**src/rtl/rr_arb_pkg.sv**
```systemverilog
// Shared types and the rotating-priority winner search for the four-way round-robin arbiter.
// The search starts at the priority pointer and wraps modulo NREQ.
package rr_arb_pkg;

    localparam int unsigned NREQ  = 4;
    localparam int unsigned IDX_W = 2;

    typedef enum logic {
        IDLE,
        GRANT
    } state_e;

    // Offsets are scanned high-to-low so the closest set bit to ptr overwrites any farther one.
    function automatic logic [IDX_W-1:0] next_winner(input logic [NREQ-1:0]  req,
                                                     input logic [IDX_W-1:0] ptr);
        logic [IDX_W-1:0] idx;
        logic [IDX_W-1:0] win;
        win = ptr;
        for (int k = NREQ - 1; k >= 0; k--) begin
            idx = ptr + IDX_W'(k);
            if (req[idx]) begin
                win = idx;
            end
        end
        return win;
    endfunction

endpackage

```
**src/rtl/dec2to4.sv**
```systemverilog
// 2-to-4 one-hot decoder with enable; drives the grant vector from the registered index.
// All-zero output when disabled so downstream selects never see two hot lines.
module dec2to4 (
    input  logic [1:0] i,
    input  logic       en,
    output logic [3:0] y
);

    always_comb begin
        y = 4'b0000;
        if (en) begin
            y[i] = 1'b1;
        end
    end

endmodule

```
**src/rtl/rr_arb4.sv**
```systemverilog
// Four-requester round-robin arbiter with an optional per-tenure hold limit.
// Every tenure ends in one idle cycle; outputs derive only from registers.
module rr_arb4
    import rr_arb_pkg::*;
#(
    parameter int unsigned MAX_HOLD = 8
) (
    input  logic             clk,
    input  logic             rst_n,
    input  logic [NREQ-1:0]  req,
    output logic [NREQ-1:0]  gnt,
    output logic [IDX_W-1:0] gnt_idx,
    output logic             gnt_vld,
    output logic             timeout
);

    localparam int unsigned      CntW    = (MAX_HOLD == 0) ? 1 : $clog2(MAX_HOLD) + 1;
    localparam logic [CntW-1:0]  CntLast = (MAX_HOLD == 0) ? '0 : CntW'(MAX_HOLD - 1);
    localparam bit               Limited = (MAX_HOLD != 0);

    state_e           state_q;
    logic [IDX_W-1:0] ptr_q;
    logic [IDX_W-1:0] gnt_idx_q;
    logic [CntW-1:0]  cnt_q;
    logic             timeout_q;

    always_ff @(posedge clk or negedge rst_n) begin
        if (!rst_n) begin
            state_q   <= IDLE;
            ptr_q     <= '0;
            gnt_idx_q <= '0;
            cnt_q     <= '0;
            timeout_q <= 1'b0;
        end else begin
            timeout_q <= 1'b0;
            unique case (state_q)
                IDLE: begin
                    if (|req) begin
                        gnt_idx_q <= next_winner(req, ptr_q);
                        cnt_q     <= '0;
                        state_q   <= GRANT;
                    end
                end
                GRANT: begin
                    // Release outranks expiry: a dropped request never raises timeout.
                    if (!req[gnt_idx_q]) begin
                        state_q <= IDLE;
                        ptr_q   <= gnt_idx_q + IDX_W'(1);
                    end else if (Limited && (cnt_q == CntLast)) begin
                        state_q   <= IDLE;
                        ptr_q     <= gnt_idx_q + IDX_W'(1);
                        timeout_q <= 1'b1;
                    end else begin
                        cnt_q <= cnt_q + CntW'(1);
                    end
                end
                default: state_q <= IDLE;
            endcase
        end
    end

    assign gnt_vld = (state_q == GRANT);
    assign gnt_idx = gnt_idx_q;
    assign timeout = timeout_q;

    dec2to4 u_dec (
        .i  (gnt_idx_q),
        .en (gnt_vld),
        .y  (gnt)
    );

endmodule

```
**config.mk**
```make
export PLATFORM = sky130hd
export DESIGN_NAME = rr_arb4
export DESIGN_NICKNAME = d
export VERILOG_FILES = /design/src/rtl/rr_arb_pkg.sv /design/src/rtl/dec2to4.sv /design/src/rtl/rr_arb4.sv
export SDC_FILE = /design/constraint.sdc
export NUM_CORES = 1
export LEC_CHECK = 0
export CAP_MARGIN = 10
export CORE_MARGIN = 8
export CORE_UTILIZATION = 45
export CTS_BUF_LIST = sky130_fd_sc_hd__clkbuf_2
export CTS_CLUSTER_DIAMETER = 150
export DETAILED_ROUTE_END_ITERATION = 8
export GPL_ROUTABILITY_DRIVEN = 1
export PLACE_DENSITY = 0.72
export SYNTH_ARGS = -nofsm -noshare
export SYNTH_HDL_FRONTEND = slang
export SYNTH_SLANG_ARGS = --single-unit
```
**constraint.sdc**
```tcl
create_clock -name clk -period 1.58 [get_ports clk]
set_clock_uncertainty 0.15 [all_clocks]
set_input_delay 0.395 -clock clk [delete_from_list [all_inputs] [get_ports clk]]
set_output_delay 0.395 -clock clk [all_outputs]
set_load 0.02 [all_outputs]
```
==> results of run 1 <==
layer usage:
| metal | track usage, % | wire [um] | vias up |
|---|---|---|---|
| li1 | - | - | 303 |
| met1 | 16.53 | 795 | 319 |
| met2 | 21.68 | 826 | 8 |
| met3 | 4.482 | 73 | 0 |
| met4 | 3.782 | 0 | 0 |
| met5 | 0 | 0 | - |
power by group through the flow:
stage | combinational, uW | sequential (uW) | clock [uW]
2_1_floorplan | 462 | 507 | 0
3_3_place_gp | 886 | 471 | 0
3_5_place_dp | 907 | 475 | 0
4_1_cts | 1060 | 480 | 160
5_1_grt | 1320 | 507 | 178
6_report | 1220 | 490 | 153
state kept, by name, summed over array words and instances, names as in the netlist:
signal	count
cnt_q	4
gnt_idx	2
timeout	1
ptr_q	2
gnt_vld	1
what timing repair did:
item / in CTS / in global routing
setup endpoints to repair: 18 / 16
gates cloned: 0 / 0
setup buffers: 3 / 2
gates resized for setup: 52 / 16
hold buffers: 0 / 0
pin swaps: 3 / 0
cells in the mapped netlist, drive strengths merged:
cell / number / area share [%]
dfrtp: 10 / 40
o21ai: 6 / 4.8
ha: 5 / 10
inv: 5 / 3.0
nor2: 5 / 3.0
a21oi: 4 / 3.2
and2: 4 / 4.0
nand2: 4 / 2.4
and3: 3 / 3.4
a211o: 2 / 2.8
a31oi: 2 / 2.0
a211oi: 1 / 1.2
a21boi: 1 / 1.8
a22o: 1 / 1.4
and2b: 1 / 1.2
clkbuf: 1 / 0.60
mux2i: 1 / 1.6
mux4: 1 / 3.6
nand3: 1 / 0.80
nand3b: 1 / 1.2
nand4: 1 / 1.0
nor2b: 1 / 1.0
nor3: 1 / 0.80
nor4: 1 / 1.0
nor4b: 1 / 1.4
o22ai: 1 / 1.0
xnor2: 1 / 1.4
cells by family after synthesis:
group	synth area share [%]
AOI/OAI and AO/OA	18.27
xor gates and xnor gates	1.406
adders and majority gates	10.04
buffers and inverters	3.614
DFF	40.16
muxes	5.221
and+or+nand+nor	21.29
how the worst max path moves through the flow:
stage	from	to	depth (start not counted)
after global routing	gnt_idx[1]$_DFFE_PN0P_	ptr_q[1]$_DFFE_PN0P_	5
after CTS	gnt_idx[1]$_DFFE_PN0P_	gnt[1]	4
after global placement	req[1]	cnt_q[3]$_DFFE_PN0P_	5
after floorplan	gnt_idx[1]$_DFFE_PN0P_	cnt_q[3]$_DFFE_PN0P_	4
final	gnt_idx[1]$_DFFE_PN0P_	cnt_q[3]$_DFFE_PN0P_	5
after detailed placement	req[1]	cnt_q[3]$_DFFE_PN0P_	5
area by class of cell:
cell class                      instances  area, sq um
Multi-Input combinational cell         50        415.4
Fill cell                              95        312.8
Timing Repair Buffer                   29        262.8
Sequential cell                        10        252.7
Clock buffer                            4        20.02
Inverter                                5        18.77
Tap cell                               15        18.77
worst register-to-register path, delay by kind of cell (launching register included):
| family | cells | cell delay (ns) |
|---|---|---|
| flip-flops | 1 | 0.47 |
| multiplexers | 1 | 0.40 |
| AND/OR/NAND/NOR | 2 | 0.28 |
| AO/OA/AOI/OAI | 1 | 0.26 |
| buffers and inverters | 1 | 0.14 |
through the flow:
stage	TNS [ns]	instances	utilization [%]
floorplan	-0.2791	66	-
global placement	-5.409	104	65.48
detailed placement	-5.766	104	65.48
CTS	-2.034	111	71.44
global route	-3.028	113	75.96
finish	-2.208	113	75.96
==> flow_metrics.env, run 1 <==
export IMPL_grt_max_degree=12
export IMPL_ir_drop_v=0.001016
export IMPL_finalCriticalPeriod_ns=1.800
export IMPL_grt_pass1_wl_um=2863
export IMPL_netlist_cell_type_count=28
export IMPL_vias_per_cell=5.575
export IMPL_rows=13
export IMPL_synth_warnings=0
export IMPL_powerDensity_mw_per_mm2=1885
export IMPL_dr_total_vias=630
export IMPL_cp_start_kind="flop"
export IMPL_slowest_delay_ns=0.47
export IMPL_clock_sinks=10
export IMPL_clk_pin_slew_ns=0.10
export IMPL_syn_cell_area_sq_um=623.1
export IMPL_die_area_sq_mm=0.002831
export IMPL_h_tree_depth=1
export IMPL_cell_internal_pwr_uw=1084
export IMPL_fp_dieW_um=53.21
export IMPL_worst_setup_path_end_kind="flop"
export IMPL_drv_slew=0
export IMPL_drt_first_pass_iters=4
export IMPL_ff2ff_setup_slack_ns=-0.22
export IMPL_yosysSeqAreaShare_pct=40.16
export IMPL_pre_cts_slack_ns=-0.4753
export IMPL_globalplace_congestion=0.8590
export IMPL_ant_nets=0
export IMPL_grt_pass1_vias=612
export IMPL_dpl_cell_area_sq_um=852.1
export IMPL_cap_violations=0
export IMPL_whs_ns=0.3070
export IMPL_cts_buffers=3
export IMPL_combPwrFrac_pct=65.5
export IMPL_fp_dieH_um=53.21
export IMPL_r2r_worst_path_cells=5
export IMPL_design_area_sq_um=988.4
export IMPL_clock_latency_ns=0.25
export IMPL_ctsLongestPathBuffers=2
export IMPL_fin_nets=110
export IMPL_syn_nets=77
export IMPL_critical_path_slowest_cell="dfrtp_2"
export IMPL_violations="negative setup slack"
export IMPL_setup_slack_ns=-0.2204
export IMPL_syn_avg_cell_area_sq_um=9.441
export IMPL_reg2reg_to="cnt_q[3]$_DFFE_PN0P_"
export IMPL_synthCells=66
export IMPL_initial_core_util_pct=47.88
export IMPL_critical_path_class="reg -> reg"
export IMPL_status="finished with violations"
export IMPL_hold_class="in -> async"
export IMPL_p_switching_uw=779.3
export IMPL_drcViolationCount=0
export IMPL_drt_iter0_drc=7
export IMPL_grt_use_total_pct=13.43
export IMPL_areaGrowthSynthToFinish_pct=58.63
export IMPL_cts_tree="done"
export IMPL_finalHoldViolCount=0
export IMPL_drive_gt1_share_pct=48.98
export IMPL_fmax_mhz=555.4
export IMPL_finalPower_uw=1863
export IMPL_p_clk_share_pct=8.2
export IMPL_seqPwrFrac_pct=26.3
export IMPL_power_share_switching_pct=41.82
export IMPL_relSlewSlack_pct=68.63
export IMPL_p_leak_uw=0.0004881
export IMPL_post_route_period_util_pct=114.0
export IMPL_diodes=0
export IMPL_cp_data_required_time_ns=1.57
export IMPL_core_sq_mm=0.001301
export IMPL_rsz0062_at_grt="true"
export IMPL_r2r_start="gnt_idx[1]$_DFFE_PN0P_"
export IMPL_drt_wl_total_um=1695
export IMPL_arrival_ns=1.79
export IMPL_final_common_cell="buf_4"
export IMPL_mostFrequentLayoutCells="buf_4 (12), buf_6 (10), dfrtp_1 (8)"
export IMPL_io_buffers=13
export IMPL_routedWlPerCell_um=15.00
export IMPL_setup_violations=13
export IMPL_crit_buf_inv=1
export IMPL_ioPinCount=14
export IMPL_worst_pin_slew_ns=0.4690
export IMPL_overflow=0
export IMPL_timing_critical_path_cells="buf_6 -> mux4_2 -> nand4_1 -> and3_1 -> a211o_1"
export IMPL_synth_seq_cells=10
export IMPL_root_buffer="clkbuf_2"
export IMPL_crit_family="flip-flops"
export IMPL_antenna_found_initial=0
export IMPL_path_max_fanout=5
export IMPL_place_detailed_hpwl_um=1216
(Power assumes the default switching activity.)
==> inputs of run 2 (changes only) <==
--- a/config.mk
+++ b/config.mk
@@ -13,6 +13,7 @@
 export DETAILED_ROUTE_END_ITERATION = 8
 export GPL_ROUTABILITY_DRIVEN = 1
 export PLACE_DENSITY = 0.72
+export SETUP_SLACK_MARGIN = 0.1
 export SYNTH_ARGS = -nofsm -noshare
 export SYNTH_HDL_FRONTEND = slang
 export SYNTH_SLANG_ARGS = --single-unit
==> flow_metrics.env, run 2 (synthesized netlist as in run 1, its figures left out) <==
export IMPL_status="finished with violations"
export IMPL_violations="negative setup slack"
export IMPL_antenna_found_initial=0
export IMPL_overflow=0
export IMPL_areaGrowthSynthToFinish_pct=54.62
export IMPL_root_buffer="clkbuf_2"
export IMPL_slowest_delay_ns=0.46
export IMPL_cp_start_kind="flop"
export IMPL_fmax_mhz=553.8
export IMPL_drv_slew=0
export IMPL_crit_path_start="gnt_idx[1]$_DFFE_PN0P_"
export IMPL_crit_buf_inv=1
export IMPL_seqCellArea_sq_um=254.0
export IMPL_crit_family="flip-flops"
export IMPL_final_common_cell="buf_6"
export IMPL_cp_data_required_time_ns=1.59
export IMPL_drive_gt1_share_pct=42.27
export IMPL_hold_class="in -> async"
export IMPL_r2r_start="gnt_idx[1]$_DFFE_PN0P_"
export IMPL_diodes=0
export IMPL_arrival_ns=1.82
export IMPL_fin_cells=112
export IMPL_clk_pin_slew_ns=0.10
export IMPL_grt_pass1_wl_um=2953
export IMPL_ir_drop_v=0.0009688
export IMPL_pre_cts_slack_ns=-0.4548
export IMPL_fp_dieH_um=53.21
export IMPL_cap_violations=0
export IMPL_mostFrequentLayoutCells="buf_6 (11), buf_4 (9), dfrtp_1 (7), dlygate4sd2_1 (5)"
export IMPL_vias_per_cell=5.348
export IMPL_dr_total_vias=599
export IMPL_place_inst=106
export IMPL_die_area_sq_mm=0.002831
export IMPL_path_max_fanout=6
export IMPL_cts_buffers=3
export IMPL_core_sq_mm=0.001301
export IMPL_io_buffers=13
export IMPL_critical_path_slowest_cell="dfrtp_2"
export IMPL_worst_setup_path_end_kind="flop"
export IMPL_grt_max_degree=11
export IMPL_clock_latency_ns=0.26
export IMPL_multi_input_area_sq_um=397.9
export IMPL_clock_sinks=10
export IMPL_p_leak_uw=0.0004825
export IMPL_h_tree_depth=1
export IMPL_finalCriticalPeriod_ns=1.806
export IMPL_ant_nets=0
export IMPL_cts_tree="done"
export IMPL_timing_critical_path_cells="buf_6 -> mux4_2 -> nand4_1 -> and3_1 -> a211o_1"
export IMPL_drt_iter0_drc=8
export IMPL_ctsLongestPathBuffers=2
export IMPL_worst_pin_slew_ns=0.2594
export IMPL_rsz0062_at_grt="true"
export IMPL_finalHoldViolCount=0
export IMPL_rows=13
export IMPL_largest_register="cnt_q"
export IMPL_globalplace_congestion=0.7850
export IMPL_powerDensity_mw_per_mm2=1750
export IMPL_fillCellCount=108
export IMPL_whs_ns=0.2598
export IMPL_setup_violations=13
export IMPL_routedWlPerCell_um=15.42
export IMPL_ioPinCount=14
export IMPL_critical_path_class="reg -> reg"
export IMPL_grt_pass1_vias=629
export IMPL_drt_first_pass_iters=4
export IMPL_place_detailed_hpwl_um=1298
export IMPL_setup_slack_ns=-0.2256
export IMPL_grt_use_total_pct=14.30
export IMPL_fp_dieW_um=53.21
export IMPL_initial_core_util_pct=47.88
export IMPL_largest_reg_flops=4
export IMPL_drcViolationCount=0
export IMPL_fin_nets=109
export IMPL_post_route_period_util_pct=114.3
export IMPL_relSlewSlack_pct=82.58
export IMPL_drt_wl_total_um=1727
export IMPL_cts_hold_buffers_added=0
## run 2: cell count changes in the layout (fill, tap and decap cells not counted), moves of 2 or more
cell	previous run	this run
buf_4	12	9
ha_1	2	4
ha_4	2	0
and2_4	4	2
and2_1	0	2
## run 2: area by class of cell
cell class                      count  area share, %
Clock buffer                        3          1.558
Sequential cell                    10          26.36
Timing Repair Buffer               28          26.49
Tap cell                           15          1.948
Inverter                            5          1.948
Clock inverter                      1         0.3896
Multi-Input combinational cell     50          41.30
## run 2: metrics by stage
step | utilization [%] | power [uW] | instance area, sq um | setup TNS (ns)
2_1_floorplan | - | 978.6 | 634.4 | -0.2791
3_3_place_gp | 67.31 | 1384 | 875.8 | -5.122
5_1_grt | 74.04 | 1824 | 963.4 | -3.111
6_report | 74.04 | 1686 | 963.4 | -2.009
3_5_place_dp | 67.31 | 1415 | 875.8 | -5.498
4_1_cts | 73.17 | 1647 | 952.2 | -2.052
## run 2: metal layers
| metal | track usage (%) | routed length, um | vias up |
|---|---|---|---|
| li1 | - | - | 299 |
| met1 | 15.96 | 710 | 288 |
| met2 | 24.80 | 931 | 12 |
| met3 | 6.162 | 84 | 0 |
| met4 | 2.521 | 0 | 0 |
| met5 | 0 | 0 | - |
## run 2: what timing repair did
| action | in CTS | in global routing |
|---|---|---|
| setup buffers | 2 | 0 |
| pin swaps | 4 | 1 |
| setup endpoints to repair | 18 | 16 |
| gates resized for setup | 57 | 4 |
| endpoints found under the hold margin | 0 | 0 |
## run 2: path summary, 6_finish.rpt
kind / to / slack [ns] / cells after the start
worst max-delay path: cnt_q[3]$_DFFE_PN0P_ / -0.23 / 5
worst min-delay path: gnt_idx[0]$_DFFE_PN0P_ / 0.26 / 2
worst max register to register: cnt_q[3]$_DFFE_PN0P_ / -0.23 / 5
worst min register to register: cnt_q[3]$_DFFE_PN0P_ / 0.42 / 1
max in group asynchronous: gnt_vld$_DFF_PN0_ / 0.84 / 2
min in group clk: cnt_q[3]$_DFFE_PN0P_ / 0.42 / 1
## run 2: where the power goes
group / total (uW) / internal, uW / switching [uW]
combinational: 1060 / 546 / 509
clock: 140 / 55.0 / 85.4
sequential: 490 / 362 / 128
